[src/rtl/store_pkg.sv]
// Shared types and constants for the store write path.
// Contents: store size encoding, beat geometry, formatter FSM states, and a
// helper that maps a store size to its unshifted byte-enable pattern.
package store_pkg;

  typedef enum logic [1:0] {
    SZ_BYTE  = 2'd0,
    SZ_HALF  = 2'd1,
    SZ_WORD  = 2'd2,
    SZ_DWORD = 2'd3
  } store_size_t;

  localparam int BEAT_BYTES    = 8;
  localparam int BEAT_OFF_BITS = 3;

  typedef enum logic [1:0] {
    ST_IDLE  = 2'd0,
    ST_BEAT0 = 2'd1,
    ST_BEAT1 = 2'd2
  } fsm_state_t;

  // Byte enables for a store of the given size sitting at lane 0.
  function automatic logic [7:0] size_be(store_size_t sz);
    case (sz)
      SZ_BYTE: return 8'h01;
      SZ_HALF: return 8'h03;
      SZ_WORD: return 8'h0F;
      default: return 8'hFF;
    endcase
  endfunction

endpackage

[src/rtl/store_lane_shifter.sv]
// Truncates a register value to the store size and shifts it onto little-endian
// byte lanes of a two-beat (16-byte) window; purely combinational, no handshake.
// Ports: off (byte offset in beat), size, data -> d128 (lane data), be16 (enables).
module store_lane_shifter
  import store_pkg::*;
(
  input  logic [BEAT_OFF_BITS-1:0] off,
  input  store_size_t              size,
  input  logic [63:0]              data,
  output logic [127:0]             d128,
  output logic [15:0]              be16
);

  logic [7:0]  be8;
  logic [63:0] mask;

  always_comb begin
    be8  = size_be(size);
    mask = '0;
    for (int i = 0; i < 8; i++) begin
      mask[i*8 +: 8] = {8{be8[i]}};
    end
    // Bytes pushed past lane 7 land in the upper half and form the second beat.
    d128 = {64'b0, data & mask} << {off, 3'b000};
    be16 = {8'b0, be8} << off;
  end

endmodule

[src/rtl/store_lane_formatter.sv]
// Formats MEM-stage stores into 8-byte-aligned memory beats with byte enables,
// splitting boundary-crossing stores into two beats (beat0 then beat1).
// Latency 1 cycle from accept to beat on outputs; registered outputs held while
// mem_ready is low; req_ready drops while a second beat is still owed.
// Ports: clk/reset; req_valid/req_ready/req_addr/req_data/req_size in;
//        mem_valid/mem_ready/mem_addr/mem_wdata/mem_be out.
module store_lane_formatter
  import store_pkg::*;
#(
  parameter int ADDR_WIDTH = 64
) (
  input  logic                  clk,
  input  logic                  reset,
  input  logic                  req_valid,
  output logic                  req_ready,
  input  logic [ADDR_WIDTH-1:0] req_addr,
  input  logic [63:0]           req_data,
  input  logic [1:0]            req_size,
  output logic                  mem_valid,
  input  logic                  mem_ready,
  output logic [ADDR_WIDTH-1:0] mem_addr,
  output logic [63:0]           mem_wdata,
  output logic [7:0]            mem_be
);

  fsm_state_t state, state_next;

  // Second beat of a crossing store, parked until beat0 is taken.
  logic                  b1_pend;
  logic [ADDR_WIDTH-1:0] b1_addr;
  logic [63:0]           b1_wdata;
  logic [7:0]            b1_be;

  logic [127:0]          d128;
  logic [15:0]           be16;
  logic [ADDR_WIDTH-1:0] base_addr;
  logic                  second_pending;
  logic                  accept;
  logic                  handshake;
  logic                  load_req;
  logic                  load_b1;

  store_lane_shifter u_shifter (
    .off  (req_addr[BEAT_OFF_BITS-1:0]),
    .size (store_size_t'(req_size)),
    .data (req_data),
    .d128 (d128),
    .be16 (be16)
  );

  assign base_addr      = {req_addr[ADDR_WIDTH-1:BEAT_OFF_BITS], {BEAT_OFF_BITS{1'b0}}};
  assign mem_valid      = (state != ST_IDLE);
  assign second_pending = (state == ST_BEAT0) && b1_pend;
  // A new store may enter whenever the output slot frees up this cycle,
  // which keeps aligned back-to-back stores at one per clock.
  assign req_ready      = (state == ST_IDLE) || (mem_ready && !second_pending);
  assign accept         = req_valid && req_ready;
  assign handshake      = mem_valid && mem_ready;

  always_comb begin
    state_next = state;
    load_req   = 1'b0;
    load_b1    = 1'b0;
    case (state)
      ST_IDLE: begin
        if (accept) begin
          state_next = ST_BEAT0;
          load_req   = 1'b1;
        end
      end
      ST_BEAT0: begin
        if (handshake) begin
          if (b1_pend) begin
            state_next = ST_BEAT1;
            load_b1    = 1'b1;
          end else if (accept) begin
            state_next = ST_BEAT0;
            load_req   = 1'b1;
          end else begin
            state_next = ST_IDLE;
          end
        end
      end
      ST_BEAT1: begin
        if (handshake) begin
          if (accept) begin
            state_next = ST_BEAT0;
            load_req   = 1'b1;
          end else begin
            state_next = ST_IDLE;
          end
        end
      end
      default: state_next = ST_IDLE;
    endcase
  end

  always_ff @(posedge clk or posedge reset) begin
    if (reset) begin
      state <= ST_IDLE;
    end else begin
      state <= state_next;
    end
  end

  always_ff @(posedge clk or posedge reset) begin
    if (reset) begin
      mem_addr  <= '0;
      mem_wdata <= '0;
      mem_be    <= '0;
      b1_pend   <= 1'b0;
      b1_addr   <= '0;
      b1_wdata  <= '0;
      b1_be     <= '0;
    end else if (load_req) begin
      mem_addr  <= base_addr;
      mem_wdata <= d128[63:0];
      mem_be    <= be16[7:0];
      b1_pend   <= |be16[15:8];
      // Wraps to zero at the top of the address space.
      b1_addr   <= base_addr + ADDR_WIDTH'(BEAT_BYTES);
      b1_wdata  <= d128[127:64];
      b1_be     <= be16[15:8];
    end else if (load_b1) begin
      mem_addr  <= b1_addr;
      mem_wdata <= b1_wdata;
      mem_be    <= b1_be;
      b1_pend   <= 1'b0;
    end
  end

endmodule

[config.mk]
export PLATFORM = sky130hd
export DESIGN_NAME = store_lane_formatter
export DESIGN_NICKNAME = d
export VERILOG_FILES = /design/src/rtl/store_pkg.sv /design/src/rtl/store_lane_shifter.sv /design/src/rtl/store_lane_formatter.sv
export SDC_FILE = /design/constraint.sdc
export NUM_CORES = 1
export LEC_CHECK = 0
export ABC_AREA = 1
export ABC_CLOCK_PERIOD_IN_PS = 10000
export CAP_MARGIN = 5
export CORE_MARGIN = 5
export CORE_UTILIZATION = 38
export DETAILED_ROUTE_END_ITERATION = 6
export HOLD_SLACK_MARGIN = 0.06
export PLACE_DENSITY = 0.71
export SYNTH_ARGS = -nofsm -noshare
export SYNTH_HDL_FRONTEND = slang
export SYNTH_SLANG_ARGS = --single-unit
[constraint.sdc]
create_clock -name clk -period 10 [get_ports clk]
set_input_delay 2 -clock clk [delete_from_list [all_inputs] [get_ports clk]]
set_output_delay 2 -clock clk [all_outputs]
set_load 0.01 [all_outputs]
### Yosys cells after proc, flatten, opt, wreduce, memory -nomap -nowiden

Cells that the tools add are included.

| cells by class | value |
|---|---|
| add/subtract/negate cells | 1 |
| equal/unequal tests | 7 |
| shift-type cells | 2 |
| mux-type cells | 23 |
| bitwise gates (word level) | 1 |
| reduce and logical (&&, ||, !) cells | 12 |

Operators by type and width:

| operator | count |
|---|---|
| 2-to-1 mux 64 bit | 4 |
| left shift 64 x 6 -> 128 bit | 1 |
| adder 64 x 4 -> 64 bit, second input constant | 1 |
| bitwise AND 64 bit | 1 |
| case mux 8 bit (3 select lines) | 1 |
| 2-to-1 mux 8 bit | 2 |
| left shift 8 x 3 -> 16 bit | 1 |
| 2-to-1 mux 1 bit | 10 |
| 2-to-1 mux 2 bit | 4 |
| OR reduction 8 bit | 1 |
| != test 2 bit, second input constant | 3 |
| case mux 2 bit (3 select lines) | 1 |
| == test 2 x 1 -> 1 bit, second input constant | 2 |
| == test 2 bit, second input constant | 2 |
| logical AND 1 bit | 4 |
| zero test 2 bit | 2 |
| nonzero test 2 bit | 2 |
| case mux 1 bit (3 select lines) | 1 |
| AND reduction 3 bit | 1 |
| zero test 1 bit | 1 |
| logical OR 1 bit | 1 |

| word-level totals | value |
|---|---|
| flip-flop bits (word level) | 275 |
| input bits | 134 |
| output and inout port bits | 138 |
| word-level logic and storage cells | 54 |

### Longest topological paths before layout

| logic depth | value |
|---|---|
| depth in word-level cells | 11 |
| mapped depth | 14 |
| mapped depth without buffers | 12 |

### Hierarchy

Synthesis repeated with hierarchy kept, for this count alone.

| second synthesis, totals | value |
|---|---|
| cell total of the unflattened synthesis | 2587 |
| area, all modules | 17081.4 um2 |

Modules (own cells, without submodules):

| module | times used | cells an instance | area each (um2) | seq. area each (um2) |
|---|---|---|---|---|
| store_lane_formatter | 1 | 1831 | 13591.8 | 6731.5 |
| store_lane_shifter | 1 | 756 | 3489.6 | 0.0 |

### Worst setup path after synthesis

OpenSTA, ideal clock, no wires.

| timing | value |
|---|---|
| path kind | in2out |
| from | input mem_ready |
| to | output req_ready |
| arrival | 2.154 ns |
| required time | 8.000 ns |
| path slack | 5.846 ns |
| stages | 2 |
| buffers on the path | 0 |
| cells stage by stage | nand2_1 > nand2_2 |

| between the ends | value |
|---|---|
| longest elaborated chain between the ends | 2 |

Ends and longest elaborated chain:

| what | RTL line | text |
|---|---|---|
| start, declared | store_lane_formatter.sv:20 | `input logic mem_ready,` |
| logical AND 1 bit | store_lane_formatter.sv:56 | `assign req_ready = (state == ST_IDLE) \|\| (mem_ready && !second_pending);` |
| logical OR 1 bit | store_lane_formatter.sv:56 |  |
| end, declared | store_lane_formatter.sv:15 | `output logic req_ready,` |

No other way between the ends.

### Worst setup path in the final report

| timing | value |
|---|---|
| from | input mem_ready |
| to | register mem_be[7] |

| between the ends | value |
|---|---|
| longest elaborated chain between the ends | 8 |
| elaborated cells on any way between the ends | 13 |
| those cells by class | mux (8); reduce/logical (5) |

Ends and longest elaborated chain:

| what | RTL line | text |
|---|---|---|
| logical AND 1 bit | store_lane_formatter.sv:56 |  |
| logical OR 1 bit | store_lane_formatter.sv:56 |  |
| logical AND 1 bit | store_lane_formatter.sv:57 | `assign accept = req_valid && req_ready;` |
| 2-to-1 mux 1 bit | store_lane_formatter.sv:66, store_lane_formatter.sv:76, store_lane_formatter.sv:86 |  |
| 2-to-1 mux 1 bit | store_lane_formatter.sv:73 | `if (b1_pend) begin` |
| 2-to-1 mux 1 bit | store_lane_formatter.sv:72 | `if (handshake) begin` |
| case mux 1 bit (3 select lines) | store_lane_formatter.sv:64 | `case (state)` |
| 2-to-1 mux 8 bit / nonzero test 2 bit (equally long branches) | -- |  |
| end signal, assigned | store_lane_formatter.sv:118 | `mem_be <= be16[7:0];` |
| end, declared | store_lane_formatter.sv:23 | `output logic [7:0] mem_be` |

Parallel ways exist; a longest one is shown, timed or not.
A chain may end at the register's enable or synchronous reset.

==> impl_metrics.ini <==
[clock_tree]
cts_setup_buffers = 0
cts_sinks = 260
clkTransAtPathRegs_ns = 0.06
tritoncts = built
clock_latency_ns = 0.59
cts_root_buf = clkbuf_16
numCtsBuffers = 31
cts_resized = 0
hold_buffers = 0
h-tree-depth = 1
cts_buffer_depth = 3

[routing]
drt_pass1_iterations = 7
wire_per_inst_um = 19.27
via_count = 16800
viasPerCell = 5.243
drt_iter0_markers = 1430
wirelength_mm = 61.75
drtAntennaViolNets = 0
route.detailed.drc = 0

[synthesis]
yosysMostFrequentCell = nand2_1
syn-cell-area_um2 = 16120
synth_top_family_by_area = simple AND/OR/NAND/NOR gates
synthFlopType = dfrtp_1
synth_cell_types = 36
synth_xor_area_share_pct = 1.467
avgSynthCellArea_um2 = 6.546
synth_top_area_cell = dfrtp_1
netlist_top_cells_count = nand2_1 (1054), nand3_1 (340), dfrtp_1 (260)
synth_fa_ha_area_share_pct = 0.3880
yosys_register_bits = 260
ys_seq_area_share_pct = 40.36
yosys.area_share.simple_pct = 43.07
yosys_warnings = 0
synth_compound_gate_area_share_pct = 5.634
async_flop_share_pct = 100.0
synthMuxAreaShare_pct = 0
synth.area.top_cells = dfrtp_1 (40%), nand2_1 (25%), nand3_1 (11%)
yosysTopAreaCellShare_pct = 40.36
synth_enable_flop_cells = 0
netlist_instances = 2463

[pwr]
power.density_nw_per_um2 = 257.0
ir_worst_vdd_mv = 0.1247
p_comb_share_pct = 41.9
internal_power_mw = 3.095
p_leak_nw = 10.13
seqPwrFrac_pct = 34.0
switching_power_mw = 2.034
sw_frac_of_total_pct = 39.66
p_clk_share_pct = 24.1

[timing]
rsz0062_at_grt = no
finClkSkew_ns = 0.03509
whs_ns = 0.4727
finalSetupTns_ns = 0
slew_violations = 0
period_needed_ns = 5.434
final-hold-violation-count = 0
setup_viol = 0
tightest_slew_ns = 1.216
layout_setup_ws_ns = 4.566
post-route-period-util_pct = 54.34
clock.fmax_mhz = 184.0
max_slew_margin_pct = 18.96

[grt]
grt_pass1_vias = 16590
grt_max_degree = 162
gr-total-overflow = 0
antenna_found_initial = 0
grt_pass1_wl_mm = 97.01
track_usage_pct = 25.97

[setup_path]
critPathSlowestCell = buf_4
regToRegSetupSlack_ns = 5.55
cp_data_required_time_ns = 10.49
worstPathCellList = clkdlybuf4s50_1 > nand2_2 > nor2_2 > o2111ai_4 > nand2_4 > nand2_8 > nand2_4 > inv_4 > buf_4 > nand2_1 > nand2_1
crit_type = input port to flip-flop
crit_buf_inv = 3
r2r_cells = 8
cp-end-kind = flip-flop
worstPathMaxFanout = 107
critPathArrivalTime_ns = 5.93
startpoint_type = input port
r2r-end = mem_be[7]
slowest_delay_ns = 0.90
r2r_start = state[1]
path_delay_family = simple AND/OR/NAND/NOR gates

[job]
drv_cap = 0

[die]
die_y_um = 216.0
die_width_um = 216.0
die-area_um2 = 46650
rows = 75
ioPinCount = 272
core-area_um2 = 41950
start_util_pct = 38.43

[placement]
post-place-ws_ns = 3.969
numPortBuffers = 268
place_congestion = 0.9449
dp.cells = 3146
hpwl_mm = 44.67

[layout]
area_growth_pct = 23.80
postLayoutCoreUtil_pct = 47.58
num-nets-final = 2779
layout-drive-gt1-share_pct = 3.527
stdcell_count = 3204
diodes = 0

[worst_hold_path]
hold_depth = 2
min_to = b1_wdata[17]
worstHoldStart = b1_wdata[17]
hp-class = flip-flop to flip-flop

[status]
status = completed
cell usage in the layout, fill, tap and decap left out, types with 2 or more instances in the layout:
| cell type | count |
|---|---|
| clkbuf_1 | 3 |
| ha_1 | 5 |
| inv_2 | 5 |
| nand2_2 | 3 |
| xor2_1 | 23 |
| inv_1 | 173 |
| buf_2 | 2 |
| and2_1 | 7 |
| bufinv_16 | 6 |
| dfrtp_1 | 260 |
| o21ai_0 | 134 |
| conb_1 | 3 |
| o22ai_1 | 9 |
| a21oi_1 | 12 |
| clkbuf_16 | 31 |
| nor3_1 | 21 |
| clkdlybuf4s50_1 | 266 |
| nand3_1 | 340 |
| inv_6 | 4 |
| nand2_4 | 2 |
| nor2_1 | 199 |
| clkinv_4 | 2 |
| o211ai_1 | 2 |
| o21ai_1 | 7 |
| clkinvlp_4 | 4 |
| nand4_1 | 27 |
| nand3b_1 | 17 |
| nand2_1 | 1054 |
| buf_4 | 15 |
| clkinv_2 | 7 |
| clkbuf_8 | 2 |
| xnor2_1 | 4 |
| nor2_4 | 2 |
| nor2_2 | 2 |
state kept, by name, summed over array words and instances (netlist names):
| signal | flops |
|---|---|
| mem_wdata | 64 |
| b1_addr | 61 |
| mem_addr | 61 |
| b1_wdata | 56 |
| mem_be | 8 |
| b1_be | 7 |
| state | 2 |
| b1_pend | 1 |
power groups by stage:
stage	sequential [mW]	clock, mW	combinational (mW)
finish	1.74	1.24	2.15
global route	1.79	1.30	2.39
CTS	1.75	1.26	2.18
detailed placement	1.76	0	2.17
global placement	1.76	0	2.12
floorplan	1.80	0	1.18
worst max path at each step:
stage              start       endpoint  slack, ns  cells after the start
2_1_floorplan      reset    b1_addr[10]       0.84                      1
3_5_place_dp   mem_ready      mem_be[7]       3.97                     11
4_1_cts        mem_ready      mem_be[7]       4.56                     11
3_3_place_gp   mem_ready   mem_addr[44]       4.12                     11
5_1_grt        mem_ready  mem_wdata[61]       4.24                     11
6_report       mem_ready      mem_be[7]       4.57                     11
worst register-to-register path, cell delays in order (launching register included):
cell,delay [ns]
dfrtp_1,0.40
ha_1,0.26
clkinv_2,0.74
nand2_8,0.90
nand2_4,0.50
inv_4,0.29
buf_4,0.90
nand2_1,0.25
nand2_1,0.12
through the flow:
step	total power, mW	instance area, um^2
floorplan	2.989	16130
global placement	3.875	18850
detailed placement	3.924	18850
CTS	5.184	19960
global route	5.486	19960
finish	5.129	19960
layout make-up:
cell class	instances	area [um^2]
Inverter	182	694.4
Timing Repair Buffer	284	2805
Multi-Input combinational cell	1881	8172
Tap cell	539	674.4
Clock inverter	22	292.8
Sequential cell	260	6506
Clock buffer	36	814.5
Fill cell	4275	21990
routing by layer:
| metal | share of wire (%) | vias to the layer above | global-route usage (%) | wire [um] |
|---|---|---|---|---|
| met3 | 6.5 | 121 | 3.489 | 4043 |
| met5 | 0 | - | 0 | 0 |
| met4 | 4.4 | 0 | 9.858 | 2725 |
| li1 | - | 8123 | - | - |
| met2 | 46 | 644 | 42.53 | 28550 |
| met1 | 43 | 7911 | 35.21 | 26420 |
kinds of logic after synthesis:
logic type      Yosys count
xor+xnor                 27
buf+inv                 324
simple gates           1676
flops                   260
compound gates          170
other cells               1
fa+ha+maj                 5
(Power assumes the default switching activity.)
